--- src/rtl/ws2812_pixel_rx_if.sv ---
// Signal bundle between the WS2812 pixel receiver and whatever drives/observes it.
// The slave side is the receiver; the master side drives din and watches the decode.
interface ws2812_pixel_rx_if;
  logic        din;
  logic [23:0] pixel;
  logic        pixel_valid;
  logic [8:0]  pixel_count;
  logic        frame_done;
  logic        err;
  logic        busy;
  logic        dout;

  modport master (
    output din,
    input  pixel, pixel_valid, pixel_count, frame_done, err, busy, dout
  );

  modport slave (
    input  din,
    output pixel, pixel_valid, pixel_count, frame_done, err, busy, dout
  );
endinterface

--- src/rtl/ws2812_pixel_rx.sv ---
// WS2812B-style single-wire stream decoder: measures high-pulse widths into 24-bit pixels,
// flags frame gaps and malformed pulses, and re-drives bits after pixel 0 on dout.
module ws2812_pixel_rx #(
  parameter int CNT_W        = 12,
  parameter int MIN_HIGH     = 4,
  parameter int THRESH       = 25,
  parameter int MAX_HIGH     = 80,
  parameter int RESET_CYCLES = 1600,
  parameter int FORWARD      = 1
) (
  input logic               clk,
  input logic               reset,
  ws2812_pixel_rx_if.slave  bus
);

  typedef enum logic [1:0] {IDLE, HIGH, LOW} state_t;

  localparam logic [CNT_W-1:0] MIN_C   = CNT_W'(MIN_HIGH);
  localparam logic [CNT_W-1:0] THR_C   = CNT_W'(THRESH);
  localparam logic [CNT_W-1:0] MAX_C   = CNT_W'(MAX_HIGH);
  localparam logic [CNT_W-1:0] RST_C   = CNT_W'(RESET_CYCLES);
  localparam logic             FWD_EN  = (FORWARD != 0);

  state_t           state_q, state_d;
  logic             s1, s2, s3;
  logic [1:0]       sync_vld;
  logic             armed;
  logic             rise, fall;
  logic [CNT_W-1:0] high_q, high_d, low_q, low_d;
  logic [4:0]       idx_q, idx_d;
  logic [23:0]      shreg_q, shreg_d, word;
  logic [23:0]      pixel_q, pixel_d;
  logic [8:0]       count_q, count_d;
  logic             fwd_q, fwd_d;
  logic             pv_q, pv_d, fd_q, fd_d, err_q, err_d;
  logic             dout_q;

  // A line that is already high when reset releases must not look like a rise:
  // rises are only honoured once the synchronised line has been seen low.
  always_ff @(posedge clk or negedge reset) begin
    if (!reset) begin
      s1       <= 1'b0;
      s2       <= 1'b0;
      s3       <= 1'b0;
      sync_vld <= '0;
      armed    <= 1'b0;
    end else begin
      s1       <= bus.din;
      s2       <= s1;
      s3       <= s2;
      sync_vld <= {sync_vld[0], 1'b1};
      armed    <= armed | (sync_vld[1] & ~s2);
    end
  end

  assign rise = s2 & ~s3 & armed;
  assign fall = ~s2 & s3;

  always_ff @(posedge clk or negedge reset) begin
    if (!reset) begin
      state_q <= IDLE;
      high_q  <= '0;
      low_q   <= '0;
      idx_q   <= '0;
      shreg_q <= '0;
      pixel_q <= '0;
      count_q <= '0;
      fwd_q   <= 1'b0;
      pv_q    <= 1'b0;
      fd_q    <= 1'b0;
      err_q   <= 1'b0;
      dout_q  <= 1'b0;
    end else begin
      state_q <= state_d;
      high_q  <= high_d;
      low_q   <= low_d;
      idx_q   <= idx_d;
      shreg_q <= shreg_d;
      pixel_q <= pixel_d;
      count_q <= count_d;
      fwd_q   <= fwd_d;
      pv_q    <= pv_d;
      fd_q    <= fd_d;
      err_q   <= err_d;
      dout_q  <= fwd_q & s2;
    end
  end

  always_comb begin
    state_d = state_q;
    high_d  = high_q;
    low_d   = low_q;
    idx_d   = idx_q;
    shreg_d = shreg_q;
    pixel_d = pixel_q;
    count_d = count_q;
    fwd_d   = fwd_q;
    pv_d    = 1'b0;
    fd_d    = 1'b0;
    err_d   = 1'b0;
    word    = shreg_q;
    word[idx_q] = (high_q >= THR_C);

    case (state_q)
      IDLE: begin
        if (rise) begin
          state_d = HIGH;
          high_d  = CNT_W'(1);
          count_d = '0;
        end
      end
      HIGH: begin
        if (fall) begin
          state_d = LOW;
          low_d   = CNT_W'(1);
          if (high_q >= MIN_C) begin
            if (high_q > MAX_C) begin
              err_d = 1'b1;
              idx_d = '0;
            end else begin
              shreg_d = word;
              if (idx_q == 5'd23) begin
                pixel_d = word;
                pv_d    = 1'b1;
                idx_d   = '0;
                fwd_d   = FWD_EN;
                if (count_q != '1) count_d = count_q + 1'b1;
              end else begin
                idx_d = idx_q + 1'b1;
              end
            end
          end
        end else if (high_q != '1) begin
          high_d = high_q + 1'b1;
        end
      end
      LOW: begin
        if (rise) begin
          state_d = HIGH;
          high_d  = CNT_W'(1);
        end else if (low_q == RST_C) begin
          state_d = IDLE;
          fd_d    = 1'b1;
          err_d   = (idx_q != '0);
          idx_d   = '0;
          fwd_d   = 1'b0;
        end else if (low_q != '1) begin
          low_d = low_q + 1'b1;
        end
      end
      default: state_d = IDLE;
    endcase
  end

  assign bus.pixel       = pixel_q;
  assign bus.pixel_valid = pv_q;
  assign bus.pixel_count = count_q;
  assign bus.frame_done  = fd_q;
  assign bus.err         = err_q;
  assign bus.busy        = (state_q != IDLE);
  assign bus.dout        = dout_q;

endmodule

--- src/flat_wrapper.sv ---
// flat-port wrapper written by rule: the top's interface ports become plain ports
module ws2812_pixel_rx_flat 
#(
  parameter int CNT_W        = 12,
  parameter int MIN_HIGH     = 4,
  parameter int THRESH       = 25,
  parameter int MAX_HIGH     = 80,
  parameter int RESET_CYCLES = 1600,
  parameter int FORWARD      = 1
)
  (clk, reset, bus_din, bus_pixel, bus_pixel_valid, bus_pixel_count, bus_frame_done, bus_err, bus_busy, bus_dout);
  ws2812_pixel_rx_if bus_i ();
  input logic clk;
  input logic reset;
  input wire logic [$bits(bus_i.din)-1:0] bus_din;
  output wire logic [$bits(bus_i.pixel)-1:0] bus_pixel;
  output wire logic [$bits(bus_i.pixel_valid)-1:0] bus_pixel_valid;
  output wire logic [$bits(bus_i.pixel_count)-1:0] bus_pixel_count;
  output wire logic [$bits(bus_i.frame_done)-1:0] bus_frame_done;
  output wire logic [$bits(bus_i.err)-1:0] bus_err;
  output wire logic [$bits(bus_i.busy)-1:0] bus_busy;
  output wire logic [$bits(bus_i.dout)-1:0] bus_dout;
  assign bus_i.din = bus_din;
  assign bus_pixel = bus_i.pixel;
  assign bus_pixel_valid = bus_i.pixel_valid;
  assign bus_pixel_count = bus_i.pixel_count;
  assign bus_frame_done = bus_i.frame_done;
  assign bus_err = bus_i.err;
  assign bus_busy = bus_i.busy;
  assign bus_dout = bus_i.dout;
  ws2812_pixel_rx #(.CNT_W(CNT_W), .MIN_HIGH(MIN_HIGH), .THRESH(THRESH), .MAX_HIGH(MAX_HIGH), .RESET_CYCLES(RESET_CYCLES), .FORWARD(FORWARD)) u_core (.clk(clk), .reset(reset), .bus(bus_i));
endmodule
--- config.mk ---
export PLATFORM = sky130hd
export DESIGN_NAME = ws2812_pixel_rx_flat
export DESIGN_NICKNAME = d
export VERILOG_FILES = /design/src/rtl/ws2812_pixel_rx_if.sv /design/src/rtl/ws2812_pixel_rx.sv /design/src/flat_wrapper.sv
export SDC_FILE = /design/constraint.sdc
export NUM_CORES = 1
export LEC_CHECK = 0
export ABC_CLOCK_PERIOD_IN_PS = 3200
export BUFFER_PORTS_ARGS = -buffer_cell sky130_fd_sc_hd__buf_2
export CORE_ASPECT_RATIO = 1.1
export CORE_MARGIN = 3
export CORE_UTILIZATION = 45
export DETAILED_ROUTE_END_ITERATION = 7
export SKIP_CTS_REPAIR_TIMING = 1
export SLEW_MARGIN = 20
export SYNTH_ARGS = -nofsm -noshare
export SYNTH_HDL_FRONTEND = slang
export SYNTH_SLANG_ARGS = --single-unit
--- constraint.sdc ---
create_clock -name clk -period 3.2 [get_ports clk]
set_input_delay 0.64 -clock clk [delete_from_list [all_inputs] [get_ports clk]]
set_output_delay 0.64 -clock clk [all_outputs]
set_load 0.01 [all_outputs]
==> key figures, run 1 <==
Outcome
  • Status: completed

Logic synthesis
  • Yosys cell types: 57
  • Mapped Cells: ~550
  • Synthesized flop and latch total: 98
  • Ys async rst share: 1.00
  • Net Count, Synth: 568
  • Mapped Avg Cell Area: 9.38 um2
  • Post-Syn Area: around 0.005 mm2
  • EDFF count, synth: 0
  • Post-synthesis sequential area ratio: 0.476
  • Main synth FF type: dfrtp_1
  • Yosys warnings: 0

Detailed routing
  • Vias/cell: 5.67
  • DRT met1 WL: 5410 um
  • Total Routed Length: 11,400 um
  • Avg WL per Cell: 15.7 um
  • Initial DRT Pass Iterations: 4
  • ANT nets after route: 0
  • DR vias: 4,137
  • Residual DRC: 0
  • DRT iter0 DRCs: 263
  • Highest routed layer: met4
  • Met3 routed WL: 316 um
  • Met2 wire length: 5460 um

Placed design
  • Final GP Congestion: 0.853
  • Post-place setup slack: 547 ps
  • Port Buffers: 40
  • Cell Count Post-Placement: 715
  • DP HPWL: 7780 um

Power and ir drop
  • Reg power frac: 0.414
  • Switch share: 0.315
  • Peak supply drop: 358 uV
  • Power per cell area: ~560 mW/mm2
  • Net Switching: 1.03 mW
  • Gate power share: 0.227
  • Power share of the clock group: 0.359
  • Int Pwr: 2.24 mW
  • Pwr Total: between 3 and 4 mW
  • Lkg Pwr: between 2 and 3 nW

Setup path
  • WP data required: 3430 ps
  • Worst Setup End Kind: flip-flop
  • CP Cell Sequence: or4_1, or2_1, or4_1, buf_4, mux2_2
  • Crit-path most repeated cell: or4_1
  • Worst path top cell family by delay: simple AND/OR/NAND/NOR gates
  • Slowest cell delay on critical path: roughly 550 ps
  • CP Buf/Inv Count: 1
  • CP startpoint kind: flip-flop
  • Critical Path Fanout Max: 47
  • CP max-delay cell: or4_1
  • Crit Path Class: flip-flop to flip-flop
  • Crit path DAT: 2890 ps

Global route
  • Vias in the first global route: 3,996
  • Remaining Overflow, GRT: 0
  • Tot GR Track Use: 0.190
  • Largest net degree at the start of global routing: 63
  • Initial antenna violation count: 0
  • First-pass GRT wire length: about 20,000 um

Clock network
  • Clk root buf: clkbuf_16
  • CTS tree: yes
  • CTS HTree Levels: 3
  • Skew-Pair Late Insertion Delay: 350 ps
  • Cts bufs inserted: 9
  • Clock transition at path regs: 60 ps
  • Clk buf depth: 2
  • Clock sink count: 98

STA
  • Clock skew: 7.84 ps
  • Fmax: 0.376 GHz
  • Pins Over Slew Limit: 0
  • Worst rel slew slack: 0.532
  • RSZ-0062 raised after global routing: no
  • Final setup violation count: 0
  • Worst Slack Setup Final: 538 ps
  • Final TNS setup: 0 ps
  • Ratio of final minimum period to clock period: 0.832
  • Final Critical Period: roughly 2700 ps
  • Worst Tran Pin Value: about 700 ps
  • Fin Hold WS: about 250 ps
  • Hold Vio Cnt, Final: 0

Die
  • # IOs: 41
  • Initial Util: 0.466
  • FP Rows: 40
  • Core ar.: around 0.011 mm2
  • Chip Height: 118 um
  • Die Wd: 108 um
  • Die Area: 0.0128 mm2

Final layout
  • Share of cells above drive strength 1: 0.129
  • Total inserted antenna cells: 0
  • Nets: about 600
  • Multi-input logic area: 0.00250 mm2
  • Fillers: 995
  • Finished Layout Cells: 730
  • P&R area growth vs syn: 12.8%
  • FF+latch area: 0.00245 mm2

Hold path
  • HP Class: input port to async pin

Job
  • Max-cap viol count: 0
==> power groups by stage <==
stage | sequential [mW] | combinational, mW | clock, mW
after floorplan | 1.36 | 0.524 | 0
after global placement | 1.37 | 0.733 | 0
after detailed placement | 1.38 | 0.745 | 0
after CTS | 1.35 | 0.750 | 1.19
after global routing | 1.36 | 0.851 | 1.24
final | 1.35 | 0.742 | 1.17
==> state kept, by name, indices dropped and copies added (netlist names) <==
register,cells
u_core.high_q,12
u_core.s3,1
u_core.fwd_q,1
u_core.bus.dout,1
u_core.state_q,2
u_core.s2,1
u_core.bus.pixel,24
u_core.bus.frame_done,1
u_core.bus.pixel_valid,1
u_core.low_q,12
u_core.s1,1
u_core.bus.pixel_count,9
u_core.bus.err,1
u_core.shreg_q,23
u_core.idx_q,5
u_core.armed,1
u_core.sync_vld,2
==> path summary, 6_finish.rpt <==
kind,from,end,slack [ps],cells after the start
min,reset,u_core.bus.pixel_count[7],250,1
max,u_core.high_q[8],u_core.bus.pixel[23],540,5
max in group asynchronous,reset,u_core.low_q[2],2250,2
max reg2reg,u_core.high_q[8],u_core.bus.pixel[23],540,5
min reg2reg,u_core.s1,u_core.s2,350,0
min in group clk,u_core.s1,u_core.s2,350,0
==> synth_stat cells, types with 5 or more instances <==
master    instances  area share
inv_1            18       0.013
ha_1             16       0.039
o21ai_1          16       0.016
and3_1            8      0.0097
dfrtp_1          98        0.48
nand2_1          76       0.055
o31ai_1          36       0.052
a31oi_1           5      0.0061
nor3_1           10      0.0097
buf_2             9      0.0087
or3_1            12       0.015
o21ai_0          63       0.061
a21oi_1          15       0.015
nand4_1           9       0.011
nor2_1           23       0.017
mux2i_1          23       0.045
or4_1             8       0.012
clkbuf_1         20       0.015
nand3_1          16       0.016
==> metrics by stage <==
step | instance area (um2) | util
final | 5810 | 0.525
after global routing | 5810 | 0.525
after CTS | 5810 | 0.525
after detailed placement | 5490 | 0.496
after global placement | 5490 | 0.496
after floorplan | 5150 | -
==> cell usage in the layout (no fill, tap or decap), types with 3 or more instances in the layout <==
cell / synthesis / layout
nor2b_1: 3 / 3
inv_1: 18 / 18
clkbuf_16: 0 / 9
a22o_1: 3 / 3
nand4_1: 9 / 9
nor4_1: 4 / 4
nor3_1: 10 / 10
buf_2: 9 / 39
and3b_1: 3 / 3
nor2_1: 23 / 23
o31ai_1: 36 / 36
a21oi_1: 15 / 15
o21ai_0: 63 / 63
nor3b_1: 4 / 4
o21ai_1: 16 / 16
or4_1: 8 / 8
buf_4: 0 / 10
a31oi_1: 5 / 5
nand3_1: 16 / 16
ha_1: 16 / 16
nand2_1: 76 / 76
and2_1: 4 / 4
dfrtp_1: 98 / 98
or3_1: 12 / 12
o211ai_1: 3 / 3
and3_1: 8 / 8
mux2i_1: 23 / 23
==> per-layer routing <==
| layer | track usage | vias to the layer above |
|---|---|---|
| li1 | - | 2072 |
| met1 | 0.260 | 1980 |
| met2 | 0.299 | 67 |
| met3 | 0.0268 | 18 |
| met4 | 0.0837 | 0 |
| met5 | 0 | - |
==> worst reg2reg max path, stage by stage, from the launching register on <==
cell     delay, ps
dfrtp_1        450
or4_1          550
or2_1          380
or4_1          550
buf_4          280
mux2_2         340
==> kinds of logic after synthesis <==
group,Yosys count,share of synthesized area
AND/OR/NAND/NOR,192,0.188
other,1,0.000728
XOR/XNOR,2,0.00340
flip-flops,98,0.476
buffers and inverters,49,0.0408
adder cells (fa/ha/maj),16,0.0389
AO/OA/AOI/OAI,165,0.201
multiplexers,26,0.0513
==> final cells by class <==
| class | count | share of cell area |
|---|---|---|
| inverters | 18 | 0.0116 |
| repair buffers | 50 | 0.0500 |
| clock buffers | 11 | 0.0418 |
| well taps | 147 | 0.0317 |
| clock inverters | 4 | 0.0131 |
| multi-input cells | 402 | 0.430 |
| flip-flops and latches | 98 | 0.422 |
Note: power is estimated with default switching activity, not from simulation.
==> run 2: changes to the inputs <==
- ABC_CLOCK_PERIOD_IN_PS: 3200 -> 2700
- clock period: 3.2 -> 2.7 ns (I/O delays scaled with it)
==> run 2 against run 1 <==
Against the previous run:
- sequential cell count stayed put
- fmax up 6.8%
- sequential power rose by 19%
- clock power about the same
- non-clock buffer count is 8 higher
- largest cell class unchanged
- core utilization grew 0.25 points
- power increased by 14%
- critical endpoint is now u_core.shreg_q[2]
==> key figures, run 2 (same netlist as run 1, synthesis figures left out) <==
Outcome
  • Status: completed

STA
  • Fin Hold WS: 175 ps
  • RSZ-0062 raised after global routing: no
  • Clock skew: 6.09 ps
  • Worst Tran Pin Value: around 620 ps
  • Final TNS setup: 0 ps
  • Worst rel slew slack: 0.583
  • Pins Over Slew Limit: 0
  • Hold Vio Cnt, Final: 0
  • Final setup violation count: 0
  • Fmax: roughly 0.40 GHz
  • Final Critical Period: roughly 2500 ps
  • Ratio of final minimum period to clock period: 0.923

Clock network
  • Clk root buf: clkbuf_16
  • CTS HTree Levels: 3
  • Skew-Pair Late Insertion Delay: 340 ps
  • Clock sink count: 98
  • Cts bufs inserted: 9
  • Clock transition at path regs: ~70 ps
  • Clk buf depth: 2
  • CTS tree: yes

Setup path
  • CP Buf/Inv Count: 1
  • Critical path depth in cells: 6
  • Crit Path Class: flip-flop to flip-flop
  • WP data required: 2910 ps
  • Slowest cell delay on critical path: between 500 and 600 ps
  • Crit-path most repeated cell: or4_1
  • Worst Setup End Kind: flip-flop
  • Critical Path Fanout Max: 46
  • Crit path DAT: 2700 ps
  • Cells on worst reg2reg path: 6
  • CP Cell Sequence: or4_1, or2_4, or4_1, buf_4, o21ai_0, o31ai_1
  • Worst path top cell family by delay: simple AND/OR/NAND/NOR gates
  • CP startpoint kind: flip-flop
  • CP max-delay cell: or4_1

Job
  • Max-cap viol count: 0

Die
  • FP Rows: 40
  • Core ar.: 0.0111 mm2
  • # IOs: between 40 and 50
  • Initial Util: 0.466
  • Die Area: 0.0128 mm2
  • Die Wd: 108 um
  • Chip Height: 118 um

Detailed routing
  • DR vias: approximately 4,300
  • Initial DRT Pass Iterations: 5
  • Vias/cell: 5.78
  • Avg WL per Cell: 15.8 um
  • ANT nets after route: 0
  • Total Routed Length: between 10,000 and 15,000 um
  • DRT iter0 DRCs: 243
  • Residual DRC: 0

Global route
  • Initial antenna violation count: 0
  • Vias in the first global route: 4,031
  • Tot GR Track Use: 0.191
  • Remaining Overflow, GRT: 0
  • Largest net degree at the start of global routing: 47
  • First-pass GRT wire length: 19,800 um

Final layout
  • Fillers: 1,051
  • Total inserted antenna cells: 0
  • P&R area growth vs syn: 13.3%
  • Multi-input logic area: 0.00250 mm2
  • Max reg flops: 24
  • Share of cells above drive strength 1: 0.144
  • Commonest non-fill, non-tap cell in the layout: dfrtp_1
  • Nets: 606
  • Most frequent cells in the layout: dfrtp_1 (98), nand2_1 (76), o21ai_0 (61)
  • FF+latch area: 0.00245 mm2

Placed design
  • Port Buffers: 40
  • DP HPWL: 8050 um
  • Final GP Congestion: 0.842

Power and ir drop
  • Peak supply drop: 342 uV
  • Gate power share: 0.247
  • Power per cell area: 637 mW/mm2
  • Int Pwr: approximately 2.5 mW
  • Reg power frac: 0.431
  • Net Switching: 1.23 mW
  • Switch share: 0.332
  • Power share of the clock group: 0.321
  • Lkg Pwr: 2.76 nW

Hold path
  • HP Class: input port to async pin
## run 2: cell types whose count changed in the layout (fill, tap and decap cells not counted)
| cell | delta |
|---|---|
| buf_4 | +7 |
| bufinv_16 | -2 |
| o21ai_0 | -2 |
| buf_12 | +1 |
| clkinv_4 | -1 |
| or2_4 | +1 |
| or2_1 | -1 |
| inv_6 | +1 |
| clkinvlp_4 | -1 |
| o21ai_1 | +2 |
| clkinv_2 | +4 |
## run 2: layout make-up
class                   count  share of cell area
multi-input cells         402               0.428
flip-flops and latches     98               0.420
repair buffers             58              0.0622
clock buffers              11              0.0416
well taps                 147              0.0315
inverters                  18              0.0116
clock inverters             5             0.00493
## run 2: through the flow
step | power [mW] | instance area (um2) | setup WS (ps) | util | cells
final | 3.72 | 5840 | 208 | 0.528 | 739
after global routing | 3.95 | 5840 | 60.3 | 0.528 | 739
after CTS | 3.75 | 5830 | 143 | 0.527 | 739
after floorplan | 2.23 | 5150 | 239 | - | 549
after global placement | 2.53 | 5560 | 214 | 0.503 | 723
after detailed placement | 2.55 | 5560 | 158 | 0.503 | 723
## run 2: worst paths after layout
path                                   startpoint              endpoint  slack, ps
worst min register to register          u_core.s1             u_core.s2        350
worst max register to register  u_core.high_q[10]     u_core.shreg_q[2]        210
min in group clk                          bus_din             u_core.s1        300
max in group asynchronous                   reset  u_core.bus.pixel[20]       1830
worst max-delay path            u_core.high_q[10]     u_core.shreg_q[2]        210
worst min-delay path                        reset      u_core.high_q[2]        170
## run 2: worst reg2reg max path, stage by stage, from the launching register on
cell and delay (ps):
dfrtp_1 410, or4_1 550, or2_4 290, or4_1 510
buf_4 270, o21ai_0 230, o31ai_1 100
## run 2: metal layers
metal  GRT usage  part of all wire
met4      0.0608             0.012
met2       0.292              0.48
met5           0                 0
met3      0.0328             0.033
met1       0.275              0.48
## run 2: power groups by stage
stage	clock [mW]	sequential [mW]	combinational, mW
after global placement	0	1.63	0.904
after floorplan	0	1.61	0.621
after global routing	1.30	1.61	1.04
final	1.20	1.60	0.920
after CTS	1.22	1.60	0.924
after detailed placement	0	1.63	0.916
